`src/rtl/prog_seq_counter_pkg.sv`:
```
// prog_seq_counter_pkg: default sequence table, per-entry reset values and length resolution
package prog_seq_counter_pkg;

    localparam int DEF_WIDTH = 4;
    localparam int DEF_DEPTH = 8;

    localparam logic [DEF_WIDTH-1:0] DEFAULT_SEQ [DEF_DEPTH] = '{
        4'd0, 4'd1, 4'd3, 4'd7, 4'd9, 4'd11, 4'd13, 4'd14
    };

    // The default sequence applies to 4-bit tables of up to 8 entries; any other shape counts k mod 2^width.
    function automatic int unsigned reset_code(
        input int unsigned k,
        input int unsigned width,
        input int unsigned depth
    );
        if (width == 32'(DEF_WIDTH) && depth <= 32'(DEF_DEPTH))
            return 32'(DEFAULT_SEQ[k[2:0]]);
        return (width >= 32) ? k : (k & ((32'd1 << width) - 32'd1));
    endfunction

    function automatic int unsigned eff_len(
        input int unsigned cfg,
        input int unsigned depth
    );
        return (cfg == 0 || cfg > depth) ? depth : cfg;
    endfunction

endpackage

```
`src/rtl/prog_seq_counter_seq_table.sv`:
```
// seq_table: DEPTH x WIDTH code table, async reset to defaults, one write port, one combinational read port
module seq_table
    import prog_seq_counter_pkg::*;
#(
    parameter int WIDTH = 4,
    parameter int DEPTH = 8,
    localparam int IW = $clog2(DEPTH)
) (
    input  logic             clk,
    input  logic             rst_n,
    input  logic             wr_en,
    input  logic [IW-1:0]    wr_addr,
    input  logic [WIDTH-1:0] wr_data,
    input  logic [IW-1:0]    rd_addr,
    output logic [WIDTH-1:0] rd_data
);

    logic [WIDTH-1:0] mem [DEPTH];
    logic             wr_ok;
    logic             rd_ok;

    assign wr_ok   = 32'(wr_addr) < 32'(DEPTH);
    assign rd_ok   = 32'(rd_addr) < 32'(DEPTH);
    assign rd_data = rd_ok ? mem[rd_addr] : '0;

    always_ff @(posedge clk or negedge rst_n)
        if (!rst_n)
            for (int k = 0; k < DEPTH; k++)
                mem[k] <= WIDTH'(reset_code(32'(k), 32'(WIDTH), 32'(DEPTH)));
        else if (wr_en && wr_ok)
            mem[wr_addr] <= wr_data;

endmodule

```
`src/rtl/prog_seq_counter.sv`:
```
// prog_seq_counter: steps through a programmable code table with clear, load, enable and direction
module prog_seq_counter
    import prog_seq_counter_pkg::*;
#(
    parameter int WIDTH = 4,
    parameter int DEPTH = 8,
    localparam int IW = $clog2(DEPTH),
    localparam int LW = $clog2(DEPTH + 1)
) (
    input  logic             clk,
    input  logic             rst_n,
    input  logic             en,
    input  logic             dir,
    input  logic             clr,
    input  logic             ld,
    input  logic [IW-1:0]    ld_idx,
    input  logic [LW-1:0]    cfg_len,
    input  logic             wr_en,
    input  logic [IW-1:0]    wr_addr,
    input  logic [WIDTH-1:0] wr_data,
    output logic [IW-1:0]    idx,
    output logic [WIDTH-1:0] qout,
    output logic             wrap
);

    logic [LW-1:0] len;
    logic [LW-1:0] idx_w;
    logic [IW-1:0] last;
    logic [IW-1:0] step_up;
    logic [IW-1:0] step_dn;
    logic [IW-1:0] ld_val;
    logic          at_top;
    logic          at_zero;
    logic          over;

    assign len     = LW'(eff_len(32'(cfg_len), 32'(DEPTH)));
    assign idx_w   = LW'(idx);
    assign last    = IW'(len - LW'(1));
    assign over    = idx_w >= len;
    // at_top also covers an index stranded above a freshly shortened length
    assign at_top  = idx_w >= len - LW'(1);
    assign at_zero = idx == '0;
    assign step_up = at_top ? '0 : idx + IW'(1);
    assign step_dn = (at_zero || over) ? last : idx - IW'(1);
    assign ld_val  = (LW'(ld_idx) >= len) ? '0 : ld_idx;
    assign wrap    = en & ~clr & ~ld & (dir ? at_top : at_zero);

    always_ff @(posedge clk or negedge rst_n)
        if (!rst_n)
            idx <= '0;
        else if (clr)
            idx <= '0;
        else if (ld)
            idx <= ld_val;
        else if (en)
            idx <= dir ? step_up : step_dn;

    seq_table #(
        .WIDTH(WIDTH),
        .DEPTH(DEPTH)
    ) u_table (
        .clk    (clk),
        .rst_n  (rst_n),
        .wr_en  (wr_en),
        .wr_addr(wr_addr),
        .wr_data(wr_data),
        .rd_addr(idx),
        .rd_data(qout)
    );

endmodule

```
`config.mk`:
```
export PLATFORM = sky130hd
export DESIGN_NAME = prog_seq_counter
export DESIGN_NICKNAME = d
export VERILOG_FILES = /design/src/rtl/prog_seq_counter_pkg.sv /design/src/rtl/prog_seq_counter_seq_table.sv /design/src/rtl/prog_seq_counter.sv
export SDC_FILE = /design/constraint.sdc
export NUM_CORES = 1
export LEC_CHECK = 0
export CAP_MARGIN = 0
export CORE_ASPECT_RATIO = 0.6
export CORE_MARGIN = 5
export CORE_UTILIZATION = 55
export DETAILED_ROUTE_END_ITERATION = 8
export GPL_TIMING_DRIVEN = 0
export PLACE_DENSITY = 0.86
export SYNTH_ARGS = -nofsm -noshare
export SYNTH_HDL_FRONTEND = slang
export SYNTH_HIERARCHICAL = 1
export SYNTH_SLANG_ARGS = --single-unit
```
`constraint.sdc`:
```
create_clock -name clk -period 2.51 [get_ports clk]
set_input_delay 0.502 -clock clk [delete_from_list [all_inputs] [get_ports clk]]
set_output_delay 0.502 -clock clk [all_outputs]
set_load 0.02 [all_outputs]
```
==> After elaboration in Yosys (flattened, before gate mapping) <==
Cells that the tools add are included.
{ "classes": {"n_addsub": 3, "n_mul": 0, "div": 0, "order_cmp": 7, "eq_ne": 0, "n_shift": 0, "mux": 15, "n_bitwise": 7, "n_reduce_logical": 6} }
{ "op_table": {"columns": ["cell", "n"], "rows": [
  ["$bwmux 32", 1],
  ["$mux 3", 7],
  ["$mux 4", 4],
  ["$bmux 4 s3", 1],
  ["$demux 4 s3", 1],
  ["$ge 3x4->1", 3],
  ["$ge 4x4->1 const B", 2],
  ["$not 3->4", 2],
  ["$gt 4x4->1 const B", 1],
  ["$logic_not 4->1", 1],
  ["$lt 4x1->1 const B", 1],
  ["$sub 4x1->4 const B", 1],
  ["$add 3x1->3 const B", 1],
  ["$and 1x1->1", 3],
  ["$logic_not 3->1", 1],
  ["$reduce_bool 3->1", 1],
  ["$sub 3x1->3 const B", 1],
  ["$logic_or 1x1->1", 2],
  ["$not 1->1", 2],
  ["$logic_and 1x1->1", 1],
  ["$mux 1", 1]
]} }
{ "word_totals": {"regBits": 35, "latch_bits": 0, "ramBits": 0, "romBits": 0, "wordCells": 47, "memories": 0} }

==> Depth between registers and ports, before layout <==
Gate-level depths: netlist of the first run.
{ "logic_depth": {"ltp_word": 10, "depth_mapped": 9} }

==> Modules after synthesis <==
The synthesis of the first run kept the hierarchy.
{ "modules_own_cells": {"columns": ["mod", "instances", "cells_each", "area_each_um2", "seq_area_each_um2"], "rows": [
  ["seq_table", 1, 86, 1546.5, 822.0],
  ["prog_seq_counter", 1, 78, 605.6, 75.1]
]} }

==> Worst setup path after synthesis of the first run <==
Ideal clock, no wire load.
{ "synth_path": {"kind": "input port to output port", "start": "in cfg_len[3]", "end": "out wrap", "t_arrival_ps": 1964, "required_time_ps": 2008, "slack_ps": 44, "stages": 7, "path_cell_list": "nand2b_1 ha_1 xor2_1 ha_1 nand2_1 o2111ai_1 o2111a_1"} }
{ "synth_via": {"elab_chain_len": 7} }
{ "synth_rtl": {"columns": ["item", "line", "rtl"], "rows": [
  ["start, declared", "prog_seq_counter.sv:17", "input logic [LW-1:0] cfg_len,"],
  ["$gt 4x4->1 or $logic_not 4->1 (tied branches)", "prog_seq_counter_pkg.sv:26", "return (cfg == 0 || cfg > depth) ? depth : cfg;"],
  ["$logic_or 1x1->1", "prog_seq_counter_pkg.sv:26", null],
  ["$mux 4 (*)", "prog_seq_counter_pkg.sv:26", null],
  ["$sub 4x1->4 (*)", "prog_seq_counter.sv:41", "assign at_top = idx_w >= len - LW'(1);"],
  ["$ge 3x4->1 (*)", "prog_seq_counter.sv:41", null],
  ["$mux 1 (*)", "prog_seq_counter.sv:46", "assign wrap = en & ~clr & ~ld & (dir ? at_top : at_zero);"],
  ["$and 1x1->1 (*)", "prog_seq_counter.sv:46", null],
  ["end, declared", "prog_seq_counter.sv:23", "output logic wrap"]
]} }
Mark *: on every way between the ends. The rest lies on a longest branch, timed or not.

==> Worst setup path after layout of the first run <==
{ "layout_path": {"start": "in cfg_len[2]", "end": "out wrap"} }
Same word-level chain as after synthesis.

==> impl_metrics.xml, run 1 <==
<?xml version="1.0" encoding="UTF-8"?>
<metrics>
  <group name="outcome">
    <metric name="run_status" unit="">finished with violations</metric>
    <metric name="violated_checks" unit="">setup timing</metric>
  </group>
  <group name="logic_synthesis">
    <metric name="largest_family_of_logic_cells_by_synthesized_area" unit="">multiplexers</metric>
    <metric name="synth_seq_cells" unit="">35</metric>
    <metric name="ys_dominant_reg_cell" unit="">dfrtp_1</metric>
    <metric name="postSynthAreaPerCell" unit="µm²">13.1</metric>
    <metric name="synth_simple_gate_area_share" unit="%">10.8</metric>
    <metric name="mappedNetlistNets" unit="">199</metric>
    <metric name="post_synth_fa_ha_maj_area_fraction" unit="%">8.14</metric>
    <metric name="mappedNetlistArea" unit="µm²">2150</metric>
    <metric name="synth.area.mux_share" unit="%">28.6</metric>
    <metric name="most_numerous_cell_types_in_the_synthesized_netlist" unit="">mux2_2 (36), dfrtp_1 (18), dfstp_2 (17)</metric>
    <metric name="synth_cell_type_count" unit="">39</metric>
    <metric name="post-synth-top-area-cell" unit="">dfrtp_1</metric>
    <metric name="synth_enable_flop_cells" unit="">0</metric>
    <metric name="synth_async_sr_flop_share" unit="%">100</metric>
    <metric name="syn_inst" unit="">164</metric>
    <metric name="ys.warnings.count" unit="">6</metric>
    <metric name="synth-compound-area-share" unit="%">7.44</metric>
    <metric name="yosys.cell_count.top_type" unit="">mux2_2</metric>
    <metric name="yosysSeqAreaShare" unit="%">41.7</metric>
    <metric name="yosys-top-cells-area" unit="">dfrtp_1 (21%), dfstp_2 (21%), mux2_2 (19%)</metric>
    <metric name="synthXorXnorAreaFrac" unit="%">1.22</metric>
    <metric name="area_share_of_the_largest_cell_type_after_synthesis" unit="%">20.9</metric>
  </group>
  <group name="timing">
    <metric name="fin_setup_tns" unit="ns">-0.0117</metric>
    <metric name="fin_crit_sh" unit="%">100</metric>
    <metric name="achievable-frequency" unit="GHz">0.397</metric>
    <metric name="slew-limit-headroom" unit="%">50.8</metric>
    <metric name="final.setup.worst_slack" unit="ns">-0.0117</metric>
    <metric name="timing.final.max_slew_violations" unit="">0</metric>
    <metric name="grt_setup_unrepaired" unit="">true</metric>
    <metric name="post-route-min-period" unit="ns">2.52</metric>
    <metric name="fin_skew" unit="ns">0.000202</metric>
    <metric name="worst_slew_pin_slew" unit="ns">0.737</metric>
    <metric name="timing.final.hold_violations" unit="">0</metric>
    <metric name="finalSetupViolCount" unit="">1</metric>
  </group>
  <group name="clock_network">
    <metric name="clkTransAtPathRegs" unit="ns">0.06</metric>
    <metric name="cts_sinks" unit="">35</metric>
    <metric name="postCtsHoldBufs" unit="">0</metric>
    <metric name="cts.path.max_buffers" unit="">2</metric>
    <metric name="clock_latency" unit="ns">0.28</metric>
    <metric name="tritoncts" unit="">built</metric>
    <metric name="root_buffer_master" unit="">clkbuf_8</metric>
    <metric name="htree_levels" unit="">2</metric>
    <metric name="cts_buffers" unit="">5</metric>
  </group>
  <group name="detailed_routing">
    <metric name="num_vias" unit="">1588</metric>
    <metric name="route.detailed.vias_per_inst" unit="">6.16</metric>
    <metric name="firstDrtPassIters" unit="">4</metric>
    <metric name="wire_length_per_cell" unit="µm">20.6</metric>
    <metric name="route.detailed.drc" unit="">0</metric>
    <metric name="wirelength" unit="µm">5320</metric>
    <metric name="final_antenna_net_count" unit="">0</metric>
    <metric name="initial_detailed_routing_violation_count" unit="">115</metric>
  </group>
  <group name="grt">
    <metric name="antenna_found_initial" unit="">0</metric>
    <metric name="overflow" unit="">0</metric>
    <metric name="grt_max_degree" unit="">36</metric>
    <metric name="first_global_vias" unit="">1636</metric>
    <metric name="grt_first_pass_wirelength" unit="µm">8420</metric>
    <metric name="global_route.usage.total" unit="%">20.4</metric>
  </group>
  <group name="worst_setup_path">
    <metric name="critical_path.startpoint_type" unit="">input pin</metric>
    <metric name="crit_path_max_fanout" unit="">2</metric>
    <metric name="criticalPathCategory" unit="">input pin to output port</metric>
    <metric name="worst_path_largest_cell_delay" unit="ns">0.29</metric>
    <metric name="cp_data_required_time" unit="ns">2.01</metric>
    <metric name="worstPathCellList" unit="">dlygate4sd2_1, nand2b_2, xor2_4, ha_4, nand2_4, o2111ai_4, o2111a_1, buf_6</metric>
    <metric name="critical-path-top-delay-family" unit="">compound AO/OA/AOI/OAI gates</metric>
    <metric name="worstPathArrival" unit="ns">2.02</metric>
    <metric name="worst_setup_ep_type" unit="">output port</metric>
    <metric name="buf_inv_stages_crit_path" unit="">2</metric>
    <metric name="crit_path_top_delay_cell" unit="">ha_4</metric>
  </group>
  <group name="die">
    <metric name="placementRows" unit="">17</metric>
    <metric name="die_area" unit="µm²">5310</metric>
    <metric name="die_height" unit="µm">58.5</metric>
    <metric name="start_util" unit="%">57.8</metric>
    <metric name="core" unit="µm²">3720</metric>
    <metric name="io_pins" unit="">29</metric>
    <metric name="die_x" unit="µm">90.8</metric>
  </group>
  <group name="hold_path">
    <metric name="timing.hold.worst.class" unit="">input pin to asynchronous set/reset pin</metric>
  </group>
  <group name="power_and_ir_drop">
    <metric name="power_leakage" unit="nW">1.13</metric>
    <metric name="p_per_area" unit="nW/µm²">625</metric>
    <metric name="max-vdd-ir-drop" unit="mV">0.530</metric>
  </group>
  <group name="finish">
    <metric name="diodes" unit="">0</metric>
    <metric name="multiInputGateArea" unit="µm²">1290</metric>
    <metric name="finalCoreUtilization" unit="%">73.0</metric>
    <metric name="sequential_cell_area" unit="µm²">900</metric>
    <metric name="syn_to_final_growth" unit="%">26.3</metric>
    <metric name="final_area" unit="µm²">2720</metric>
    <metric name="final_nets" unit="">245</metric>
    <metric name="filler_cell_count" unit="">236</metric>
    <metric name="final_layout_size_suffix_gt1_share" unit="%">46.4</metric>
  </group>
  <group name="placed_design">
    <metric name="place_worst_setup_slack" unit="ns">-1.20</metric>
    <metric name="globalplace.congestion" unit="">0.819</metric>
    <metric name="port_buffers" unit="">27</metric>
    <metric name="dp_hpwl" unit="µm">3670</metric>
    <metric name="placement.cell_area" unit="µm²">2480</metric>
  </group>
  <group name="job">
    <metric name="max_cap_violations" unit="">0</metric>
  </group>
</metrics>
==> through the flow <==
stage          cells  total power (W)  hold slack (ns)
2_1_floorplan    164          0.00109            0.206
3_3_place_gp     238          0.00124            0.480
3_5_place_dp     238          0.00128            0.492
4_1_cts          252          0.00168            0.507
5_1_grt          258          0.00180            0.338
6_report         258          0.00170            0.285
==> where the power goes <==
part	switching [W]	internal (W)	leakage, nW
Combinational	0.000236	0.000293	0.698
Clock	0.000179	0.000197	0.0395
Sequential	0.0000683	0.000726	0.396
Total	0.000483	0.00122	1.13
==> logic make-up after synthesis <==
| logic type | count (synthesis) |
|---|---|
| simple gates | 35 |
| mux | 44 |
| xor+xnor | 3 |
| fa+ha+maj | 14 |
| buf+inv | 10 |
| compound gates | 23 |
| flops | 35 |
==> state kept, by name, indices dropped and copies added, names as in the netlist <==
name / cells
idx: 3
u_table/mem: 32
==> cell type report <==
type                       count  share of cell area, %
inverter                       7                  0.967
clock buffer                   8                   2.95
sequential                    35                   33.1
buffer                         3                   1.01
timing repair buffer          39                   12.3
multi-input combinational    119                   47.5
tap                           47                   2.16
==> cells in the final DEF (no fill, tap or decap), types with 2 or more instances in the layout <==
master and count:
a21oi_1 5, dfrtp_2 2, dfrtp_1 16, clkdlybuf4s50_1 17, buf_2 4, mux4_1 7
nand4b_1 3, nand2_1 10, nor3_1 2, ha_4 2, xnor2_1 2, ha_1 12
nor2b_1 3, mux2_2 36, nor2_1 3, nand2b_4 2, and4bb_2 3, a221oi_1 2
buf_8 2, clkbuf_2 3, o21ai_0 4, inv_1 7, dlygate4sd2_1 2, dfstp_2 17
buf_4 12, clkbuf_1 3, clkbuf_8 5
==> final timing paths <==
path,startpoint,slack (ns),endpoint,depth (start not counted)
worst min register to register,u_table/mem[5],0.51,u_table/mem[5],1
worst max register to register,idx[0],0.08,idx[0],8
min in group clk,u_table/mem[5],0.51,u_table/mem[5],1
max in group asynchronous,rst_n,1.72,idx[2],1
worst min-delay path,rst_n,0.28,u_table/mem[28],1
worst max-delay path,cfg_len[2],-0.01,wrap,8
==> layer usage <==
| metal | share of wire, % | up-vias | GRT usage, % |
|---|---|---|---|
| met3 | 5.6 | 8 | 4.60 |
| li1 | - | 721 | - |
| met5 | 0 | - | 0 |
| met1 | 45 | 815 | 26.9 |
| met2 | 49 | 44 | 33.6 |
| met4 | 1.1 | 0 | 7.22 |
==> what timing repair did <==
item                                    in CTS  in global routing
endpoints found under the setup margin       8                  5
pin swaps                                    5                  5
resized for setup                           40                 10
buffers inserted                             6                  6
(Power assumes the default switching activity.)
==> run 2: changes to the inputs <==
Settings changed: REMOVE_ABC_BUFFERS set to 1.
==> impl_metrics.xml, run 2 (synthesis results as in run 1) <==
<?xml version="1.0" encoding="UTF-8"?>
<metrics>
  <group name="outcome">
    <metric name="run_status" unit="">finished with violations</metric>
    <metric name="violated_checks" unit="">setup timing</metric>
  </group>
  <group name="timing">
    <metric name="fin_setup_tns" unit="ns">-0.0868</metric>
    <metric name="fin_crit_sh" unit="%">103</metric>
    <metric name="timing.final.hold_violations" unit="">0</metric>
    <metric name="grt_setup_unrepaired" unit="">true</metric>
    <metric name="worst_slew_pin_slew" unit="ns">0.756</metric>
    <metric name="achievable-frequency" unit="GHz">0.385</metric>
    <metric name="timing.final.max_slew_violations" unit="">0</metric>
    <metric name="final.setup.worst_slack" unit="ns">-0.0868</metric>
    <metric name="post-route-min-period" unit="ns">2.60</metric>
    <metric name="finalSetupViolCount" unit="">1</metric>
    <metric name="slew-limit-headroom" unit="%">49.6</metric>
    <metric name="fin_skew" unit="ns">0.0000356</metric>
  </group>
  <group name="finish">
    <metric name="leading_cell_type_in_the_layout_fill_and_taps_excluded" unit="">mux2_2</metric>
    <metric name="reg_top3" unit="">u_table/mem (32), idx (3)</metric>
    <metric name="registers.top_by_ff_count" unit="">u_table/mem</metric>
    <metric name="filler_cell_count" unit="">236</metric>
    <metric name="finalCoreUtilization" unit="%">73.5</metric>
    <metric name="flip_flop_count_of_the_largest_register_after_layout" unit="">32</metric>
    <metric name="syn_to_final_growth" unit="%">27.1</metric>
    <metric name="final_nets" unit="">244</metric>
    <metric name="final_layout_size_suffix_gt1_share" unit="%">45.7</metric>
    <metric name="diodes" unit="">0</metric>
    <metric name="leading_cell_types_in_the_layout_fill_and_taps_excluded" unit="">mux2_2 (36), clkdlybuf4s50_1 (18), dfstp_2 (17)</metric>
  </group>
  <group name="die">
    <metric name="die_x" unit="µm">90.8</metric>
    <metric name="core" unit="µm²">3720</metric>
    <metric name="placementRows" unit="">17</metric>
    <metric name="io_pins" unit="">29</metric>
    <metric name="start_util" unit="%">57.8</metric>
    <metric name="die_height" unit="µm">58.5</metric>
    <metric name="die_area" unit="µm²">5310</metric>
  </group>
  <group name="power_and_ir_drop">
    <metric name="switching_power" unit="W">0.000496</metric>
    <metric name="max-vdd-ir-drop" unit="mV">0.452</metric>
    <metric name="power_leakage" unit="nW">1.14</metric>
    <metric name="p_per_area" unit="nW/µm²">645</metric>
    <metric name="power.share.switching" unit="%">28.1</metric>
    <metric name="combPwrFrac" unit="%">29.5</metric>
    <metric name="share_seq_of_total_power" unit="%">45.4</metric>
    <metric name="design_power_total" unit="W">0.00176</metric>
    <metric name="internal_power" unit="W">0.00127</metric>
    <metric name="clkPwrFrac" unit="%">25.1</metric>
  </group>
  <group name="grt">
    <metric name="antenna_found_initial" unit="">0</metric>
    <metric name="overflow" unit="">0</metric>
    <metric name="grt_max_degree" unit="">36</metric>
    <metric name="global_route.usage.total" unit="%">20.9</metric>
    <metric name="first_global_vias" unit="">1614</metric>
    <metric name="grt_first_pass_wirelength" unit="µm">8650</metric>
  </group>
  <group name="detailed_routing">
    <metric name="num_vias" unit="">1566</metric>
    <metric name="final_antenna_net_count" unit="">0</metric>
    <metric name="route.detailed.vias_per_inst" unit="">6.09</metric>
    <metric name="wire_length_per_cell" unit="µm">21.2</metric>
    <metric name="wirelength" unit="µm">5440</metric>
    <metric name="initial_detailed_routing_violation_count" unit="">109</metric>
    <metric name="route.detailed.drc" unit="">0</metric>
    <metric name="firstDrtPassIters" unit="">4</metric>
  </group>
  <group name="placed_design">
    <metric name="port_buffers" unit="">28</metric>
    <metric name="place_worst_setup_slack" unit="ns">-1.17</metric>
    <metric name="globalplace.congestion" unit="">0.890</metric>
    <metric name="dp_hpwl" unit="µm">3620</metric>
  </group>
  <group name="worst_setup_path">
    <metric name="critical_path.startpoint_type" unit="">input pin</metric>
    <metric name="criticalPathCategory" unit="">input pin to output port</metric>
    <metric name="worst_setup_ep_type" unit="">output port</metric>
    <metric name="worstPathArrival" unit="ns">2.09</metric>
    <metric name="r2r_cells" unit="">9</metric>
    <metric name="crit_path_max_fanout" unit="">4</metric>
    <metric name="cp_data_required_time" unit="ns">2.01</metric>
  </group>
  <group name="clock_network">
    <metric name="cts_sinks" unit="">35</metric>
    <metric name="cts_buffers" unit="">5</metric>
    <metric name="clkTransAtPathRegs" unit="ns">0.07</metric>
    <metric name="tritoncts" unit="">built</metric>
    <metric name="root_buffer_master" unit="">clkbuf_8</metric>
    <metric name="clock_latency" unit="ns">0.28</metric>
    <metric name="cts.path.max_buffers" unit="">2</metric>
    <metric name="htree_levels" unit="">2</metric>
  </group>
  <group name="hold_path">
    <metric name="timing.hold.worst.class" unit="">input pin to asynchronous set/reset pin</metric>
  </group>
  <group name="job">
    <metric name="max_cap_violations" unit="">0</metric>
  </group>
</metrics>
==> run 2: timing repair <==
item	4_1_cts	5_1_grt
setup buffers	8	5
hold buffers	0	0
endpoints found under the setup margin	8	6
cloned	0	0
pin swaps	3	5
resized for setup	25	18
==> run 2: final timing paths <==
| kind | endpoint | slack (ns) | startpoint |
|---|---|---|---|
| min reg2reg | u_table/mem[29] | 0.51 | u_table/mem[29] |
| max | wrap | -0.09 | cfg_len[3] |
| max reg2reg | idx[0] | 0.14 | idx[0] |
| min | u_table/mem[26] | 0.29 | rst_n |
| max in group asynchronous | idx[0] | 1.70 | rst_n |
| min in group clk | u_table/mem[29] | 0.51 | u_table/mem[29] |
==> run 2: per-stage QoR <==
step,instance area (µm²),hold slack [ns],cells
floorplan,2130,0.206,161
global placement,2470,0.479,236
detailed placement,2470,0.491,236
CTS,2680,0.510,252
global route,2740,0.341,257
finish,2740,0.288,257
==> run 2: final cells by class <==
| cell class | count | area, µm² | area share [%] |
|---|---|---|---|
| multi-input cells | 119 | 1270 | 46.4 |
| repair buffers | 41 | 377 | 13.8 |
| inverters | 7 | 30.0 | 1.10 |
| flip-flops and latches | 35 | 900 | 32.9 |
| clock buffers | 8 | 100 | 3.66 |
| well taps | 47 | 58.8 | 2.15 |
==> run 2: power groups by stage <==
stage	Clock, W	Combinational [W]	Sequential, W
after floorplan	0	0.000305	0.000782
after global placement	0	0.000445	0.000795
after detailed placement	0	0.000470	0.000812
after CTS	0.000449	0.000496	0.000796
after global routing	0.000472	0.000566	0.000816
final	0.000443	0.000521	0.000801
==> run 2: worst max-delay path, stage by stage <==
cell and delay [ns]:
buf_8 0.10, nand2b_4 0.15, ha_4 0.17, xor2_2 0.18
ha_1 0.31, nand2_2 0.08, o2111ai_4 0.22, o2111a_1 0.25
buf_6 0.13
==> run 2: routing by layer <==
metal  GRT usage, %  vias up  wire (µm)
li1               -      722          -
met1           28.3      796       2460
met2           35.9       42       2670
met3           4.21        6        250
met4           3.61        0         55
met5              0        -          0
==> run 3: changes to the inputs <==
Clock period 2.51 ns to 3.1 ns, I/O delays scaled along.
==> impl_metrics.xml, run 3 (synthesis results as in run 1) <==
<?xml version="1.0" encoding="UTF-8"?>
<metrics>
  <group name="grt">
    <metric name="global_route.usage.total" unit="%">20.2</metric>
    <metric name="antenna_found_initial" unit="">0</metric>
    <metric name="grt_first_pass_wirelength" unit="µm">8400</metric>
    <metric name="overflow" unit="">0</metric>
    <metric name="grt_max_degree" unit="">36</metric>
    <metric name="first_global_vias" unit="">1590</metric>
  </group>
  <group name="timing">
    <metric name="timing.final.max_slew_violations" unit="">0</metric>
    <metric name="hold_slack" unit="ns">0.402</metric>
    <metric name="worst_slew_pin_slew" unit="ns">0.748</metric>
    <metric name="slew-limit-headroom" unit="%">50.1</metric>
    <metric name="fin_skew" unit="ns">0.000148</metric>
    <metric name="timing.final.hold_violations" unit="">0</metric>
    <metric name="finalSetupViolCount" unit="">0</metric>
    <metric name="fin_crit_sh" unit="%">97.2</metric>
    <metric name="post-route-min-period" unit="ns">3.01</metric>
    <metric name="fin_setup_tns" unit="ns">0</metric>
    <metric name="grt_setup_unrepaired" unit="">false</metric>
    <metric name="achievable-frequency" unit="GHz">0.332</metric>
  </group>
  <group name="clock_network">
    <metric name="root_buffer_master" unit="">clkbuf_8</metric>
    <metric name="clkTransAtPathRegs" unit="ns">0.07</metric>
    <metric name="postCtsHoldBufs" unit="">0</metric>
    <metric name="cts.path.max_buffers" unit="">2</metric>
    <metric name="htree_levels" unit="">2</metric>
    <metric name="tritoncts" unit="">built</metric>
    <metric name="clock_latency" unit="ns">0.28</metric>
    <metric name="cts_sinks" unit="">35</metric>
    <metric name="cts_buffers" unit="">5</metric>
  </group>
  <group name="finish">
    <metric name="leading_cell_types_in_the_layout_fill_and_taps_excluded" unit="">mux2_2 (36), clkdlybuf4s50_1 (23), dfrtp_1 (17), dfstp_2 (17), ha_1 (13)</metric>
    <metric name="flip_flop_count_of_the_largest_register_after_layout" unit="">32</metric>
    <metric name="diodes" unit="">0</metric>
    <metric name="finalCoreUtilization" unit="%">70.5</metric>
    <metric name="leading_cell_type_in_the_layout_fill_and_taps_excluded" unit="">mux2_2</metric>
    <metric name="syn_to_final_growth" unit="%">22.0</metric>
    <metric name="instances_no_fill" unit="">247</metric>
    <metric name="registers.top_by_ff_count" unit="">u_table/mem</metric>
    <metric name="reg_top3" unit="">u_table/mem (32), idx (3)</metric>
    <metric name="final_nets" unit="">234</metric>
    <metric name="final_layout_size_suffix_gt1_share" unit="%">38.5</metric>
  </group>
  <group name="power_and_ir_drop">
    <metric name="p_per_area" unit="nW/µm²">536</metric>
    <metric name="power_leakage" unit="nW">1.08</metric>
    <metric name="max-vdd-ir-drop" unit="mV">0.379</metric>
  </group>
  <group name="detailed_routing">
    <metric name="wire_length_per_cell" unit="µm">20.6</metric>
    <metric name="firstDrtPassIters" unit="">4</metric>
    <metric name="route.detailed.vias_per_inst" unit="">6.15</metric>
    <metric name="wirelength" unit="µm">5090</metric>
    <metric name="num_vias" unit="">1520</metric>
    <metric name="final_antenna_net_count" unit="">0</metric>
    <metric name="initial_detailed_routing_violation_count" unit="">158</metric>
    <metric name="route.detailed.drc" unit="">0</metric>
  </group>
  <group name="worst_setup_path">
    <metric name="crit_path_max_fanout" unit="">4</metric>
    <metric name="cp_data_required_time" unit="ns">2.48</metric>
    <metric name="critical_path.startpoint_type" unit="">input pin</metric>
    <metric name="criticalPathCategory" unit="">input pin to output port</metric>
    <metric name="worstPathArrival" unit="ns">2.39</metric>
    <metric name="worst_setup_ep_type" unit="">output port</metric>
  </group>
  <group name="job">
    <metric name="max_cap_violations" unit="">0</metric>
  </group>
  <group name="placed_design">
    <metric name="port_buffers" unit="">28</metric>
    <metric name="dp_hpwl" unit="µm">3620</metric>
    <metric name="globalplace.congestion" unit="">0.890</metric>
    <metric name="place.detailed.instances" unit="">236</metric>
  </group>
  <group name="die">
    <metric name="core" unit="µm²">3720</metric>
    <metric name="die_x" unit="µm">90.8</metric>
    <metric name="io_pins" unit="">29</metric>
    <metric name="die_area" unit="µm²">5310</metric>
    <metric name="placementRows" unit="">17</metric>
    <metric name="start_util" unit="%">57.8</metric>
    <metric name="die_height" unit="µm">58.5</metric>
  </group>
  <group name="outcome">
    <metric name="run_status" unit="">completed</metric>
  </group>
  <group name="hold_path">
    <metric name="timing.hold.worst.class" unit="">input pin to asynchronous set/reset pin</metric>
  </group>
</metrics>
run 3: layout make-up:
cell class | instances | area [µm²]
multi-input cells | 119 | 1250
fillers | 252 | 1100
flip-flops and latches | 35 | 898
repair buffers | 31 | 295
clock buffers | 8 | 100
well taps | 47 | 58.8
inverters | 7 | 26.3
run 3: routing by layer:
layer	vias to the layer above	share of wire, %	track usage, %
li1	704	-	-
met1	765	45	27.3
met2	45	49	34.4
met3	6	4.1	4.21
met4	0	1.1	3.82
met5	-	0	0
run 3: per-stage QoR:
step | total power (W) | setup slack [ns] | cell area, µm²
floorplan | 0.000880 | 0.397 | 2130
detailed placement | 0.00104 | -0.813 | 2470
CTS | 0.00141 | 0.0588 | 2610
finish | 0.00141 | 0.0875 | 2630
global placement | 0.00100 | -0.731 | 2470
global route | 0.00148 | 0.0230 | 2630
run 3: path summary, 6_finish.rpt:
check / from / endpoint / slack, ns / depth (start not counted)
max reg2reg: idx[0] / idx[0] / 0.60 / 7
min: rst_n / u_table/mem[26] / 0.40 / 1
max: cfg_len[3] / wrap / 0.09 / 9
min in group clk: u_table/mem[29] / u_table/mem[29] / 0.51 / 1
max in group asynchronous: rst_n / idx[0] / 2.17 / 1
min reg2reg: u_table/mem[29] / u_table/mem[29] / 0.51 / 1
run 3: power by group:
group          switching [W]  internal, W
Sequential         0.0000630     0.000587
Clock               0.000153     0.000203
Combinational       0.000171     0.000231
run 3: timing repair:
item / 4_1_cts / 5_1_grt
endpoints found under the setup margin: 5 / 1
pin swaps: 2 / 3
setup buffers: 1 / 2
resized for setup: 13 / 3
run 3: critical path, cell delays in order:
cell	delay (ns)
dlygate4sd2_1	0.27
nand2b_4	0.17
ha_2	0.19
xor2_1	0.17
ha_1	0.32
nand2_2	0.07
o2111ai_4	0.22
o2111a_1	0.25
buf_6	0.13
